[src/rtl/life_pkg.sv]
// Shared Life types: grid geometry, grid/row vectors, scanner FSM states.
// Imported by the grid engine and the LED matrix scanner.
package life_pkg;

  localparam int GRID_SIZE = 8;

  typedef logic [GRID_SIZE*GRID_SIZE-1:0] grid_t;
  typedef logic [GRID_SIZE-1:0]           row_t;

  typedef enum logic [1:0] {
    S_IDLE,
    S_BLANK,
    S_DRIVE
  } scan_state_t;

endpackage

[src/rtl/led_matrix_scanner.sv]
// Row-multiplexed 8x8 LED driver, double-buffered generation input.
// Ports: clk, rst, ena, grid_in/grid_valid/grid_ready, rows_out, columns_out, frame_done.
module led_matrix_scanner
  import life_pkg::*;
#(
  parameter int CYCLES_PER_ROW = 1,
  parameter int BLANK_CYCLES   = 0
) (
  input  logic  clk,
  input  logic  rst,
  input  logic  ena,
  input  grid_t grid_in,
  input  logic  grid_valid,
  output logic  grid_ready,
  output row_t  rows_out,
  output row_t  columns_out,
  output logic  frame_done
);

  localparam int TW =
    (CYCLES_PER_ROW > 1) ? $clog2(CYCLES_PER_ROW) : 1;
  localparam logic [TW-1:0] LAST_TICK =
    TW'(CYCLES_PER_ROW - 1);

  scan_state_t   state;
  logic [2:0]    row_idx;
  logic [TW-1:0] tick;
  grid_t         active;
  grid_t         pending;
  logic          pending_full;

  logic          last_tick;
  logic          frame_end;
  logic          swap;
  logic          take;
  logic [2:0]    nxt_row;
  logic [TW-1:0] nxt_tick;
  scan_state_t   nxt_state;
  grid_t         nxt_active;
  logic          lit;

  assign grid_ready = ~pending_full;
  assign last_tick  = (tick == LAST_TICK);
  assign frame_end  = (state == S_DRIVE) && last_tick
                    && (row_idx == 3'd7);
  assign swap       = ena && frame_end && pending_full;
  assign take       = grid_valid && !pending_full;
  assign nxt_active = swap ? pending : active;

  // Position the outputs will show after this edge.
  always_comb begin
    nxt_row  = row_idx;
    nxt_tick = tick;
    if (state == S_IDLE) begin
      nxt_row  = 3'd0;
      nxt_tick = '0;
    end else if (last_tick) begin
      nxt_row  = row_idx + 3'd1;
      nxt_tick = '0;
    end else begin
      nxt_tick = tick + TW'(1);
    end
    nxt_state = (int'(nxt_tick) < BLANK_CYCLES)
              ? S_BLANK : S_DRIVE;
    lit = (nxt_state == S_DRIVE);
  end

  always_ff @(posedge clk or posedge rst) begin
    if (rst) begin
      state        <= S_IDLE;
      row_idx      <= 3'd0;
      tick         <= '0;
      active       <= '0;
      pending      <= '0;
      pending_full <= 1'b0;
      rows_out     <= '0;
      columns_out  <= '0;
      frame_done   <= 1'b0;
    end else begin
      if (swap) begin
        active       <= pending;
        pending_full <= 1'b0;
      end
      if (take) begin
        pending      <= grid_in;
        pending_full <= 1'b1;
      end
      if (ena) begin
        state      <= nxt_state;
        row_idx    <= nxt_row;
        tick       <= nxt_tick;
        rows_out   <= lit ? (row_t'(1) << nxt_row) : '0;
        columns_out <= lit
          ? nxt_active[{nxt_row, 3'b000} +: GRID_SIZE]
          : '0;
        frame_done <= (nxt_row == 3'd7)
                    && (nxt_tick == LAST_TICK);
      end else begin
        rows_out    <= '0;
        columns_out <= '0;
        frame_done  <= 1'b0;
      end
    end
  end

endmodule

[config.mk]
export PLATFORM = sky130hd
export DESIGN_NAME = led_matrix_scanner
export DESIGN_NICKNAME = d
export VERILOG_FILES = /design/src/rtl/life_pkg.sv /design/src/rtl/led_matrix_scanner.sv
export SDC_FILE = /design/constraint.sdc
export NUM_CORES = 1
export LEC_CHECK = 0
export ABC_AREA = 0
export BUFFER_PORTS_ARGS = -buffer_cell sky130_fd_sc_hd__buf_2
export CAP_MARGIN = 20
export CORE_MARGIN = 4
export CORE_UTILIZATION = 50
export CTS_CLUSTER_SIZE = 25
export DETAILED_ROUTE_END_ITERATION = 16
export GPL_TIMING_DRIVEN = 1
export PLACE_DENSITY = 0.81
export SLEW_MARGIN = 10
export SYNTH_ARGS = -nofsm -noshare
export SYNTH_HDL_FRONTEND = slang
export SYNTH_SLANG_ARGS = --single-unit
[constraint.sdc]
create_clock -name clk -period 4.4 [get_ports clk]
set_input_delay 0.22 -clock clk [delete_from_list [all_inputs] [get_ports clk]]
set_output_delay 0.22 -clock clk [all_outputs]
set_load 0.02 [all_outputs]
=== Word-level counts from Yosys, hierarchy flattened ===
Index checks and enable logic that the tools add are counted.

* Register bits after elaboration: 151
* Latch bits: 0
* RAM bits: 0
* Memory bits (read-only): 0
* Output and inout port bits: 18
* Memories: 0

* Add/subtract/negate cells: 2
* $mul: 0
* Divide/modulo/power cells: 0
* Magnitude comparators: 0
* Equal/unequal tests: 2
* Shift-type cells: 2
* Muxes and demuxes: 10
* Bitwise logic cells: 3
* Reduce and logical (&&, ||, !) cells: 9

{| class="wikitable"
|+ Operator list
! cell !! count
|-
| 64-bit 2-to-1 mux || 1
|-
| 64-bit by 7-bit indexed part select with 8-bit output || 1
|-
| 8-bit 2-to-1 mux || 2
|-
| 1-bit by 3-bit << shifter with 8-bit output (first input constant) || 1
|-
| 3-bit == test (second input constant) || 2
|-
| 1-bit logical AND || 6
|-
| 3-bit 2-to-1 mux || 2
|-
| 1-bit 2-to-1 mux || 5
|-
| 3-bit by 1-bit adder with 3-bit output (second input constant) || 1
|-
| 1-bit inverter || 3
|-
| 2-bit zero test || 1
|-
| 2-bit nonzero test || 1
|-
| 1-bit adder (second input constant) || 1
|-
| 1-bit zero test || 1
|}

=== Longest topological paths before layout ===
Gate-level depths: netlist of run 1.

* Depth in word-level cells: 8
* Mapped depth: 9
* Depth with buffers taken out: 7

=== Worst setup path before layout of run 1 ===
OpenSTA, ideal clock, no wires.

* Path kind: reg-to-reg
* Start: register row_idx[0]
* End: register columns_out[4]
* Setup time: 0.118 ns
* Arrival: 1.892 ns
* Data required time: 4.282 ns
* Path slack: 2.390 ns
* Cell stages (with the launch flop): 10
* Period minus slack after synthesis: 2.010 ns
* Cells stage by stage: dfrtp_1 ha_1 ha_1 nand4_2 buf_6 buf_6 mux2_4 o221ai_1 a21oi_1 a21o_1

* Word-level cells in the longest chain between the ends: 7
* Elaborated cells between the ends (all ways): 10

{| class="wikitable"
|+ Ends and longest elaborated chain
! what !! line !! source
|-
| from (decl) || led_matrix_scanner.sv:26 || <nowiki>logic [2:0] row_idx;</nowiki>
|-
| from (signal assigned) || led_matrix_scanner.sv:90 || <nowiki>row_idx <= nxt_row;</nowiki>
|-
| 3-bit == test || led_matrix_scanner.sv:45 || <nowiki>&& (row_idx == 3'd7);</nowiki>
|-
| 1-bit logical AND || led_matrix_scanner.sv:45 ||
|-
| 1-bit logical AND (2 in series) || led_matrix_scanner.sv:46 || <nowiki>assign swap = ena && frame_end && pending_full;</nowiki>
|-
| 64-bit 2-to-1 mux || - ||
|-
| net nxt_active[44] || led_matrix_scanner.sv:39 || <nowiki>grid_t nxt_active;</nowiki>
|-
| 64-bit by 7-bit indexed part select with 8-bit output || led_matrix_scanner.sv:94 || <nowiki>? nxt_active[{nxt_row, 3'b000} +: GRID_SIZE]</nowiki>
|-
| 8-bit 2-to-1 mux || led_matrix_scanner.sv:88 || <nowiki>if (ena) begin</nowiki>
|-
| to (signal assigned) || led_matrix_scanner.sv:93 || <nowiki>columns_out <= lit</nowiki>
|-
| to (decl) || led_matrix_scanner.sv:16 || <nowiki>output row_t columns_out,</nowiki>
|}

The timed path passes the listed nets, and every way through them passes these cells.
A chain may end at the register's enable or synchronous reset.

=== Worst setup path after layout of run 1 ===
* Start: register state[1]
* End: register columns_out[0]

* Word-level cells in the longest chain between the ends: 7
* Elaborated cells between the ends (all ways): 9

{| class="wikitable"
|+ Ends and longest elaborated chain
! what !! line !! source
|-
| from (decl) || led_matrix_scanner.sv:25 || <nowiki>scan_state_t state;</nowiki>
|-
| from (signal assigned) || led_matrix_scanner.sv:89 || <nowiki>state <= nxt_state;</nowiki>
|-
| 1-bit logical AND || led_matrix_scanner.sv:44 || <nowiki>assign frame_end = (state == S_DRIVE) && last_tick</nowiki>
|-
| 1-bit logical AND || led_matrix_scanner.sv:45 ||
|-
| 1-bit logical AND (2 in series) || led_matrix_scanner.sv:46 ||
|-
| 64-bit 2-to-1 mux || - ||
|-
| net nxt_active[48] || led_matrix_scanner.sv:39 ||
|-
| 64-bit by 7-bit indexed part select with 8-bit output || led_matrix_scanner.sv:94 ||
|-
| 8-bit 2-to-1 mux || led_matrix_scanner.sv:88 ||
|}

The timed path passes the listed nets, and every way through them passes these cells.

==> results of run 1 <==
## state kept, by name, summed over array words and instances, names as in the netlist
| register | flops |
|---|---|
| row_idx | 3 |
| pending_full | 1 |
| active | 64 |
| pending | 64 |
| frame_done | 1 |
| columns_out | 8 |
| state | 1 |
| rows_out | 7 |
## worst max-delay path: stages, from the launching register on
cell and delay, ps:
dfrtp_1 740, nand4_4 580, buf_4 440, mux2_2 270
o22ai_1 90, a211oi_1 420, o22a_1 200
## power breakdown
group / switching [mW] / leakage, nW / internal (mW) / total (mW)
sequential: 0.308 / 1.85 / 1.97 / 2.28
clock: 0.577 / 0.292 / 0.900 / 1.48
combinational: 0.631 / 1.45 / 0.702 / 1.33
## layout make-up
class                      count  area, µm²
sequential                   149       3729
multi-input combinational    229       2137
tap                          143      178.9
inverter                      12      50.05
clock inverter                14      176.4
clock buffer                  18      429.2
fill                         901       4420
timing repair buffer          91      493.0
## kinds of logic after synthesis
logic type,share of synthesized area [%]
AO/OA/AOI/OAI,5.130
adder cells (fa/ha/maj),0.4137
buffers and inverters,3.289
flip-flops,61.65
multiplexers,25.57
AND/OR/NAND/NOR,3.952
## cell usage after synthesis (7+ instances only)
cell type,number,share of area (%)
a211oi_1,7,0.87
buf_2,12,0.99
dfrtp_1,149,62
inv_1,12,0.74
mux2_1,12,2.2
mux2_2,80,15
mux2_4,28,7.0
mux2i_1,9,1.5
nor2_1,29,1.8
o21ai_0,10,0.83
o22ai_1,16,1.7
## timing repair
action | 4_1_cts | 5_1_grt
gates resized for setup | 0 | 0
hold buffers | 0 | 1
setup buffers | 0 | 0
hold endpoints to repair | 0 | 16
## worst min path at each step
stage,start,to,slack [ps],cells after the start
floorplan,grid_valid,pending_full$_DFFE_PP0P_,340,1
global placement,grid_in[53],pending[53]$_DFFE_PP0P_,450,2
detailed placement,grid_valid,pending_full$_DFFE_PP0P_,450,2
CTS,grid_valid,pending_full$_DFFE_PP0P_,20,2
global route,grid_in[52],pending[52]$_DFFE_PP0P_,20,2
finish,grid_in[60],pending[60]$_DFFE_PP0P_,30,2
## metal layers
metal / vias to the layer above / track usage, % / share of wire (%)
met5: - / 0 / 0
met4: 0 / 5.934 / 1.6
met3: 23 / 5.766 / 4.5
met2: 99 / 31.37 / 50
met1: 1875 / 24.03 / 43
li1: 1645 / - / -
## placed cells by master, fill, tap and decap left out, types with 2 or more instances in the layout
cell type and instances:
o21a_1 2, nor4_1 6, mux2_4 28, inv_6 5, nand2_1 5, a211oi_1 7
clkinvlp_4 2, dfrtp_1 149, o21ai_0 10, clkinv_4 3, bufinv_16 3, mux2_1 12
o22a_1 6, clkinv_2 2, buf_2 85, inv_1 11, o22ai_1 16, a21oi_1 3
mux2i_1 9, nand3_1 3, mux2_2 80, buf_4 4, ha_1 2, clkbuf_16 17
nor2_1 29
==> impl_metrics.json, run 1 <==
{
  "outcome": "completed",
  "via_per_inst": 5.552,
  "cts_tree": "yes",
  "fin_area_um2": 7193,
  "wirelength_um": 12610,
  "grt_start_max_net_pins": 117,
  "yosysSeqAreaShare_pct": 61.65,
  "antenna_found_initial": 0,
  "dpl-instance-area_um2": 6550,
  "numClockSinks": 149,
  "vias": 3642,
  "yosysWarningCount": 0,
  "rsz0062_at_grt": "false",
  "drive_gt1_share_pct": 45.42,
  "drc_errors": 0,
  "dr.pass1.iters": 4,
  "die_h_um": 118.0,
  "avgSynthCellArea_um2": 14.57,
  "skew_ps": 6.980,
  "ant_nets": 0,
  "clkSlewWorstSetupHoldPaths_ps": 60,
  "grt_pass1_vias": 3972,
  "avgRoutedWirePerCell_um": 19.22,
  "tightest_slew_ps": 947.3,
  "critPathLaunchType": "flop",
  "whs_ps": 34.71,
  "arrival_ps": 3150,
  "syn_to_final_growth_pct": 18.93,
  "r2r_slack_ps": 1590,
  "maxCapViolCount": 0,
  "clock_latency_ps": 410,
  "gr-total-overflow": 0,
  "reg2reg_to": "columns_out[0]$_DFF_PP0_",
  "initial_core_util_pct": 52.08,
  "crit_end": "columns_out[0]$_DFF_PP0_",
  "hpwl_um": 8317,
  "cts_root_buffer": "clkbuf_16",
  "max_freq_mhz": 356.3,
  "power_leakage_nw": 3.597,
  "ys_types": 32,
  "power_mw": 5.089,
  "synth_edf_count": 0,
  "synth_fp_nets": 485,
  "final_hold_viol_count": 0,
  "fin_util_pct": 61.94,
  "cp-startpoint": "state[1]$_DFFE_PP0P_",
  "synth_area_um2": 6048,
  "pre_cts_slack_ps": 1677,
  "num_antenna_cells": 0,
  "synthArstFlopShare_pct": 100.0,
  "setup_violations": 0,
  "crit_path_end_kind": "flop",
  "fin_crit_ps": 2807,
  "cts_buffer_depth": 2,
  "ios": 86,
  "rows": 39,
  "port-buffer-count": 85,
  "synthCells": 415,
  "placed_cells": 622,
  "peakVddDrop_v": 0.0003935,
  "critical_path_class": "flop to flop",
  "r2r-start": "state[1]$_DFFE_PP0P_",
  "grt_use_total_pct": 18.96,
  "timing.final.ws_setup_ps": 1593,
  "numCtsBuffers": 17,
  "hp-class": "primary input to flop",
  "fin_crit_sh_pct": 63.80,
  "htree_levels": 4,
  "final_nets": 570,
  "grt_pass1_wl_um": 20690,
  "relSlewSlack_pct": 36.71,
  "critical_path.max_fanout": 25,
  "place.gp.congestion": 0.7525,
  "final_max_slew_viol_count": 0,
  "ys_ff_latch": 149,
  "dieArea_um2": 13920,
  "synth_top_flop_cell": "dfrtp_1",
  "r2r_cells": 6,
  "core_um2": 11610,
  "powerDensity_nw_per_um2": 707.5,
  "die_x_um": 118.0,
  "fin_tns_setup_ps": 0,
  "finalNonFillerCells": 656,
  "worstPathRequired_ps": 4750,
  "drt_iter0_markers": 270
}
(Power assumes the default switching activity.)
==> run 2: changes to the inputs <==
--- a/config.mk
+++ b/config.mk
@@ -13,7 +13,7 @@
 export CTS_CLUSTER_SIZE = 25
 export DETAILED_ROUTE_END_ITERATION = 16
 export GPL_TIMING_DRIVEN = 1
-export PLACE_DENSITY = 0.81
+export PLACE_DENSITY = 0.78
 export SLEW_MARGIN = 10
 export SYNTH_ARGS = -nofsm -noshare
 export SYNTH_HDL_FRONTEND = slang
==> constraint.sdc (replaced) <==
create_clock -name clk -period 2.6 [get_ports clk]
set_input_delay 0.13 -clock clk [delete_from_list [all_inputs] [get_ports clk]]
set_output_delay 0.13 -clock clk [all_outputs]
set_load 0.02 [all_outputs]
==> impl_metrics.json, run 2 (synthesized netlist as in run 1, its figures left out) <==
{
  "rsz0062_at_grt": "false",
  "tightest_slew_ps": 801.5,
  "arrival_ps": 2690,
  "whs_ps": 139.4,
  "fin_crit_ps": 2337,
  "power_mw": 8.621,
  "dieArea_um2": 13920,
  "ios": 86,
  "dpl-instance-area_um2": 6646,
  "via_per_inst": 5.308,
  "die_x_um": 118.0,
  "pre_cts_slack_ps": 335.7,
  "worstPathRequired_ps": 2960,
  "critPathLaunchType": "flop",
  "final_hold_viol_count": 0,
  "skew_ps": 9.815,
  "grt_pass1_vias": 4165,
  "cts_tree": "yes",
  "grt_use_total_pct": 19.56,
  "drive_gt1_share_pct": 40.34,
  "nFillCells": 802,
  "grt_start_max_net_pins": 150,
  "largest_registers": "active: 64 flops, pending: 64 flops, columns_out: 8 flops",
  "outcome": "completed",
  "drt_iter0_markers": 317,
  "timing.final.ws_setup_ps": 263.5,
  "initial_core_util_pct": 52.08,
  "die_h_um": 118.0,
  "grt_pass1_wl_um": 21410,
  "dr.pass1.iters": 4,
  "syn_to_final_growth_pct": 30.49,
  "r2r-start": "row_idx[0]$_DFFE_PP0P_",
  "pwr-share-seq_pct": 44.7,
  "final_nets": 642,
  "placed_cells": 630,
  "maxCapViolCount": 0,
  "multi_input_area_um2": 2137,
  "numClockSinks": 149,
  "ant_nets": 0,
  "gr-total-overflow": 0,
  "core_um2": 11610,
  "fin_crit_sh_pct": 89.87,
  "final_common_cell": "dfrtp_1",
  "cts_resized": 0,
  "cts_buffer_depth": 2,
  "critical_path_class": "flop to flop",
  "relSlewSlack_pct": 46.57,
  "wirelength_um": 12790,
  "reg2reg_to": "columns_out[7]$_DFF_PP0_",
  "p_int_mw": 6.151,
  "crit_path_end_kind": "flop",
  "clkSlewWorstSetupHoldPaths_ps": 60,
  "final_max_slew_viol_count": 0,
  "max_freq_mhz": 428.0,
  "critical_path.max_fanout": 25,
  "powerDensity_nw_per_um2": 1092,
  "setup_violations": 0,
  "fin_tns_setup_ps": 0,
  "drc_errors": 0,
  "comb_power_share_pct": 27.2,
  "finalNonFillerCells": 728,
  "switching_power_mw": 2.470,
  "postCtsSetupBuffers": 0,
  "ctsHoldBuffers": 66,
  "cts_root_buffer": "clkbuf_16",
  "place.gp.congestion": 0.8047,
  "peakVddDrop_v": 0.0006067,
  "fin_util_pct": 67.96,
  "numCtsBuffers": 17,
  "regArea_um2": 3729,
  "switching_share_pct": 28.65,
  "hpwl_um": 8418,
  "htree_levels": 4,
  "port-buffer-count": 85,
  "power_leakage_nw": 3.891,
  "r2r_cells": 8,
  "avgRoutedWirePerCell_um": 17.57,
  "hold_start": "ena",
  "fin_area_um2": 7893,
  "clock_latency_ps": 420,
  "r2r_slack_ps": 260,
  "crit_end": "columns_out[7]$_DFF_PP0_",
  "cp-startpoint": "row_idx[0]$_DFFE_PP0P_",
  "vias": 3864,
  "rows": 39,
  "antenna_found_initial": 0,
  "num_antenna_cells": 0,
  "most-common-layout-cells": "dfrtp_1 (149), buf_2 (85), mux2_2 (80), dlygate4sd3_1 (66), nor2_1 (29)",
  "hp-class": "primary input to flop",
  "clockPowerShare_pct": 28.2
}
[run 2: changes by cell type in the layout (fill, tap and decap cells not counted), sizes merged]
cell and delta:
buf +7, dlygate4sd3 +65, clkinvlp +2, clkinv -2
inv -5, clkbuf +5
[run 2: how the worst min path moves through the flow]
stage,depth (start not counted),slack [ps],end
finish,2,140,rows_out[0]$_DFF_PP0_
global route,2,140,rows_out[0]$_DFF_PP0_
CTS,2,120,rows_out[0]$_DFF_PP0_
detailed placement,2,370,pending[23]$_DFFE_PP0P_
global placement,2,360,pending_full$_DFFE_PP0P_
floorplan,1,250,pending_full$_DFFE_PP0P_
[run 2: final cells by class]
cell class,count,area share (%)
inverter,12,0.6183
clock inverter,9,1.617
timing repair buffer,163,15.38
sequential,149,47.24
tap,143,2.267
clock buffer,23,5.802
multi-input combinational,229,27.08
[run 2: worst max-delay path: stages (launching register included)]
cell and delay (ps):
dfrtp_1 470, ha_1 200, ha_1 190, nand4_4 150, buf_12 210, mux2_2 250, nor2_1 50, o41ai_1 550
o21a_1 200
[run 2: layer usage]
| metal | GRT usage [%] | up-vias | routed length [µm] |
|---|---|---|---|
| met2 | 31.30 | 88 | 6379 |
| met4 | 7.326 | 0 | 187 |
| met1 | 25.54 | 1970 | 5654 |
| met3 | 5.478 | 19 | 573 |
| met5 | 0 | - | 0 |
| li1 | - | 1787 | - |
[run 2: power groups by stage]
stage / Combinational [mW] / Sequential [mW] / Clock, mW
after global placement: 2.17 / 3.85 / 0
after floorplan: 1.69 / 3.73 / 0
after global routing: 2.57 / 3.95 / 2.57
final: 2.34 / 3.85 / 2.43
after CTS: 2.36 / 3.86 / 2.47
after detailed placement: 2.26 / 3.89 / 0
